<file path="src/rtl/alu_drv_pkg.sv">
// Shared types and constants for the ALU command driver: FSM state encoding,
// default ALU port widths and the packed command layout held in the FIFO.
package alu_drv_pkg;

    localparam int ALU_DW  = 4;
    localparam int ALU_OPW = 4;
    localparam int ALU_RW  = 8;

    typedef enum logic [1:0] {
        IDLE    = 2'd0,
        SETTLE  = 2'd1,
        RESPOND = 2'd2
    } drv_state_e;

    // FIFO entries are stored as {op, b, a}, matching this field order
    typedef struct packed {
        logic [ALU_OPW-1:0] op;
        logic [ALU_DW-1:0]  b;
        logic [ALU_DW-1:0]  a;
    } alu_cmd_t;

endpackage

</file>
<file path="src/rtl/alu_cmd_fifo.sv">
// Synchronous command FIFO with registered pointers and an occupancy count.
// The head entry is read combinationally; a push is only visible on the next edge.
module alu_cmd_fifo #(
    parameter int WIDTH = 12,
    parameter int DEPTH = 4
) (
    input  logic                       clk,
    input  logic                       rst,
    input  logic                       push,
    input  logic [WIDTH-1:0]           push_data,
    input  logic                       pop,
    output logic [WIDTH-1:0]           pop_data,
    output logic                       full,
    output logic                       empty,
    output logic [$clog2(DEPTH):0]     count
);

    localparam int AW = $clog2(DEPTH);

    logic [WIDTH-1:0] mem [DEPTH];
    logic [AW-1:0]    wr_ptr;
    logic [AW-1:0]    rd_ptr;
    logic             do_push;
    logic             do_pop;

    assign full     = (count == (AW+1)'(DEPTH));
    assign empty    = (count == '0);
    assign do_push  = push && !full;
    assign do_pop   = pop && !empty;
    assign pop_data = mem[rd_ptr];

    // Pointers wrap naturally because DEPTH is a power of two
    always_ff @(posedge clk or posedge rst) begin
        if (rst) begin
            wr_ptr <= '0;
            rd_ptr <= '0;
            count  <= '0;
        end else begin
            if (do_push) begin
                wr_ptr <= wr_ptr + 1'b1;
            end
            if (do_pop) begin
                rd_ptr <= rd_ptr + 1'b1;
            end
            if (do_push && !do_pop) begin
                count <= count + 1'b1;
            end else if (!do_push && do_pop) begin
                count <= count - 1'b1;
            end
        end
    end

    always_ff @(posedge clk) begin
        if (do_push) begin
            mem[wr_ptr] <= push_data;
        end
    end

endmodule

</file>
<file path="src/rtl/alu_cmd_driver.sv">
// Host-side initiator for the 4-bit ALU: queues commands, drives the ALU pins,
// waits a fixed settle time, captures the result and returns it in order.
module alu_cmd_driver
    import alu_drv_pkg::*;
#(
    parameter int DEPTH         = 4,
    parameter int SETTLE_CYCLES = 2,
    parameter int OPW           = ALU_OPW,
    parameter int DW            = ALU_DW
) (
    input  logic            clk,
    input  logic            rst,
    input  logic            cmd_valid,
    output logic            cmd_ready,
    input  logic [DW-1:0]   cmd_a,
    input  logic [DW-1:0]   cmd_b,
    input  logic [OPW-1:0]  cmd_op,
    output logic [DW-1:0]   alu_a,
    output logic [DW-1:0]   alu_b,
    output logic [OPW-1:0]  alu_op,
    input  logic [2*DW-1:0] alu_result,
    output logic            rsp_valid,
    input  logic            rsp_ready,
    output logic [2*DW-1:0] rsp_result,
    output logic [OPW-1:0]  rsp_op,
    output logic            busy
);

    localparam int CW = OPW + 2*DW;
    localparam int AW = $clog2(DEPTH);
    localparam int SW = (SETTLE_CYCLES > 1) ? $clog2(SETTLE_CYCLES) : 1;

    drv_state_e       state;
    logic [SW-1:0]    settle_cnt;
    logic [CW-1:0]    head;
    logic             fifo_full;
    logic             fifo_empty;
    logic [AW:0]      fifo_count;
    logic             pop;

    alu_cmd_fifo #(
        .WIDTH (CW),
        .DEPTH (DEPTH)
    ) u_fifo (
        .clk       (clk),
        .rst       (rst),
        .push      (cmd_valid),
        .push_data ({cmd_op, cmd_b, cmd_a}),
        .pop       (pop),
        .pop_data  (head),
        .full      (fifo_full),
        .empty     (fifo_empty),
        .count     (fifo_count)
    );

    assign cmd_ready = !fifo_full;
    assign pop       = (state == IDLE) && !fifo_empty;
    assign busy      = (state != IDLE) || (fifo_count != '0);

    // ALU pins change only on a pop, so they stay glitch-free through SETTLE and RESPOND
    always_ff @(posedge clk or posedge rst) begin
        if (rst) begin
            state      <= IDLE;
            settle_cnt <= '0;
            alu_a      <= '0;
            alu_b      <= '0;
            alu_op     <= '0;
            rsp_valid  <= 1'b0;
            rsp_result <= '0;
            rsp_op     <= '0;
        end else begin
            case (state)
                IDLE: begin
                    if (!fifo_empty) begin
                        {alu_op, alu_b, alu_a} <= head;
                        settle_cnt             <= SW'(SETTLE_CYCLES - 1);
                        state                  <= SETTLE;
                    end
                end
                SETTLE: begin
                    if (settle_cnt == '0) begin
                        rsp_result <= alu_result;
                        rsp_op     <= alu_op;
                        rsp_valid  <= 1'b1;
                        state      <= RESPOND;
                    end else begin
                        settle_cnt <= settle_cnt - 1'b1;
                    end
                end
                RESPOND: begin
                    if (rsp_ready) begin
                        rsp_valid <= 1'b0;
                        state     <= IDLE;
                    end
                end
                default: state <= IDLE;
            endcase
        end
    end

endmodule

</file>
<file path="config.mk">
export PLATFORM = sky130hd
export DESIGN_NAME = alu_cmd_driver
export DESIGN_NICKNAME = d
export VERILOG_FILES = /design/src/rtl/alu_drv_pkg.sv /design/src/rtl/alu_cmd_fifo.sv /design/src/rtl/alu_cmd_driver.sv
export SDC_FILE = /design/constraint.sdc
export NUM_CORES = 1
export LEC_CHECK = 0
export ABC_AREA = 1
export ABC_CLOCK_PERIOD_IN_PS = 2200
export CELL_PAD_IN_SITES_DETAIL_PLACEMENT = 2
export CELL_PAD_IN_SITES_GLOBAL_PLACEMENT = 2
export CORE_ASPECT_RATIO = 0.7
export CORE_MARGIN = 5
export CORE_UTILIZATION = 35
export DETAILED_ROUTE_END_ITERATION = 12
export GPL_TIMING_DRIVEN = 0
export PLACE_DENSITY = 0.88
export SYNTH_ARGS = -nofsm -noshare
export SYNTH_HDL_FRONTEND = slang
export SYNTH_SLANG_ARGS = --single-unit
</file>
<file path="constraint.sdc">
create_clock -name clk -period 2.2 [get_ports clk]
set_input_delay 0.44 -clock clk [delete_from_list [all_inputs] [get_ports clk]]
set_output_delay 0.44 -clock clk [all_outputs]
set_load 0.005 [all_outputs]
</file>
==> results.toml <==
[status]
status = "finished clean"

[yosys]
synth_cell_types = 24
synth_compound_area_share_pct = 0.512
synth_top_family_by_area = "simple AND/OR/NAND/NOR gates"
synthXorXnorAreaFrac_pct = 1.19
synthCells = 360
synth.area.mux_share_pct = 0
yosys.area_share.simple_pct = 23.2
postSynthAreaPerCell_um2 = 10.2
mappedNetlistNets = 390
ys_seq_elements = 83
synth_adder_area_share_pct = 2.25
synth_warnings = 0
yosysSeqAreaShare_pct = 63.2
syn-cell-area_um2 = 3670

[power]
pwr-share-clk_pct = 21.5
p_sw_share_pct = 38.7
p_int_uw = 4250
combPwrFrac_pct = 42.9
p_seq_share_pct = 35.6
peakVddDrop_v = 0.000592
p_switching_uw = 2680
p_leak_uw = 0.00215
p_per_area_nw_per_um2 = 1500

[timing]
setup_viol = 0
hold_viol = 0
fin_crit_ns = 2.10
slew_headroom_pct = 38.4
fin_ws_ns = 0.0997
fmax_mhz = 476
final_max_slew_viol_count = 0
setup_tns_ns = 0
fin_skew_ns = 0.0104
rsz0062_at_grt = "false"
worst_pin_slew_ns = 0.923
fin_crit_sh_pct = 95.5

[hold_path]
min_path_type = "flop to flop"

[global_route]
grtUsageMet2_pct = 31.9
met3_usage_pct = 4.69
grt.busiest_layer = "met2"
grt_antenna_before_repair = 0
grt_first_pass_wirelength_mm = 16.8
grt_overflow = 0
first_global_vias = 3032
grt_max_degree = 36
grt.met1_usage_pct = 20.9
grtUsageTotal_pct = 17.7

[layout]
final_nets = 450
drive_above_1_share_pct = 15.1
area_growth_pct = 26.2
finish.utilization_pct = 45.0
antenna_cells = 0

[drt]
ant_nets = 0
firstDrtPassIters = 4
viasPerCell = 4.73
wl_per_cell_um = 18.7
drt_iter0_drc = 128
drcViolationCount = 0
wirelength_mm = 10.4
vias = 2633

[floorplan]
rows = 31
coreArea_um2 = 10300
fp.dieArea_um2 = 12700
die_w_um = 132
initial_core_util_pct = 35.7
die_h_um = 95.7
io_pins = 51

[critical_path]
critPathCaptureType = "output pin"
critPathKind = "flop to output pin"
cp.arrival_ns = 1.66
critPathLaunchType = "flop"
path_max_fanout = 4
cp.required_ns = 1.76

[cts]
cts-root-buf = "clkbuf_16"
cts_tree = "yes"
cts_setup_buffers = 0
cts-resized-gates = 2
clk_pin_slew_ns = 0.06
numClockSinks = 83
clk_latency_ns = 0.35
clk_path_buf_depth = 2
hold_buffers = 0
h-tree-depth = 3
cts_buffers = 9

[job]
cap_violations = 0

[place]
dpl.hpwl_mm = 6.99
routabilityCongestion = 0.764
post-place-ws_ns = -0.335
portBuffers = 50
layout by cell type, fill, tap and decap left out:
master / count
buf_12: 1
buf_2: 3
buf_4: 5
buf_6: 2
clkbuf_1: 2
clkbuf_16: 10
clkbuf_2: 1
clkbuf_8: 1
clkdlybuf4s50_1: 50
clkinv_2: 1
clkinv_4: 1
dfrtp_1: 35
edfxtp_1: 48
fa_1: 1
ha_1: 5
inv_1: 61
inv_2: 2
inv_4: 3
nand2_1: 113
nand2_2: 24
nand2_4: 1
nand2_8: 1
nand3_1: 39
nor2_2: 4
nor2_4: 3
o21ai_0: 1
o21ai_1: 1
o21ai_2: 1
xnor2_1: 2
xor2_1: 3
state kept, by name, summed over array words and instances (netlist names):
signal         cells
alu_op             4
u_fifo.mem        48
alu_b              4
alu_a              4
rsp_result         8
settle_cnt         1
rsp_valid          1
rsp_op             4
u_fifo.rd_ptr      2
u_fifo.count       3
u_fifo.wr_ptr      2
state              2
routing by layer:
metal	vias to the layer above	wire, um
li1	1228	-
met1	1346	4370
met2	47	5420
met3	12	462
met4	0	150
met5	-	0
cells by family (layout without fill, tap and decap cells):
logic type,count (synthesis),count (layout)
flip-flops,83,83
AO/OA/AOI/OAI,3,3
AND/OR/NAND/NOR,185,185
XOR/XNOR,5,5
buffers and inverters,78,143
adder cells (fa/ha/maj),6,6
critical path, cell delays in order, from the launching register on:
cell	delay (ns)
dfrtp_1	0.48
nor2_4	0.25
nand3_1	0.12
clkdlybuf4s50_1	0.47
through the flow:
step / std cells / hold WS [ns] / cell area, um2 / power (uW)
global route: 557 / 0.509 / 4630 / 7430
global placement: 542 / 0.456 / 4330 / 5240
CTS: 558 / 0.482 / 4630 / 7050
detailed placement: 542 / 0.466 / 4330 / 5480
floorplan: 360 / 0.449 / 3670 / 4220
finish: 557 / 0.474 / 4630 / 6920
power by group through the flow:
| stage | Sequential (uW) | Combinational [uW] | Clock, uW |
|---|---|---|---|
| 2_1_floorplan | 2440 | 1780 | 0 |
| 3_3_place_gp | 2460 | 2780 | 0 |
| 3_5_place_dp | 2490 | 2990 | 0 |
| 4_1_cts | 2480 | 3060 | 1510 |
| 5_1_grt | 2520 | 3320 | 1600 |
| 6_report | 2460 | 2970 | 1490 |
final cells by class:
type,instances,area [um2]
Fill cell,1051,5650
Timing Repair Buffer,50,500
Clock inverter,3,20.0
Multi-Input combinational cell,199,1000
Buffer,12,100
Tap cell,132,165
Inverter,65,249
Clock buffer,13,272
Sequential cell,83,2320
synthesized netlist by cell type (all sizes together):
| library cell | count | area (um2) |
|---|---|---|
| nor2 | 7 | 48.8 |
| buf | 12 | 103 |
| edfxtp | 48 | 1440 |
| inv | 65 | 249 |
| ha | 5 | 62.6 |
| nand3 | 39 | 195 |
| nand2 | 139 | 606 |
| o21ai | 3 | 18.8 |
| clkbuf | 1 | 5.00 |
| dfrtp | 35 | 876 |
| xnor2 | 2 | 17.5 |
| xor2 | 3 | 26.3 |
| fa | 1 | 20.0 |
worst paths after layout:
kind / cells past startpoint / from / end / slack, ns
min in group asynchronous: 2 / rst / u_fifo.count[1] / 0.58
max reg2reg: 9 / u_fifo.count[0] / u_fifo.count[2] / 0.21
min reg2reg: 2 / rsp_op[0] / rsp_op[0] / 0.47
min: 2 / rsp_op[0] / rsp_op[0] / 0.47
max in group asynchronous: 2 / rst / alu_a[1] / 1.10
max: 3 / state[1] / busy / 0.1
(Power assumes the default switching activity.)
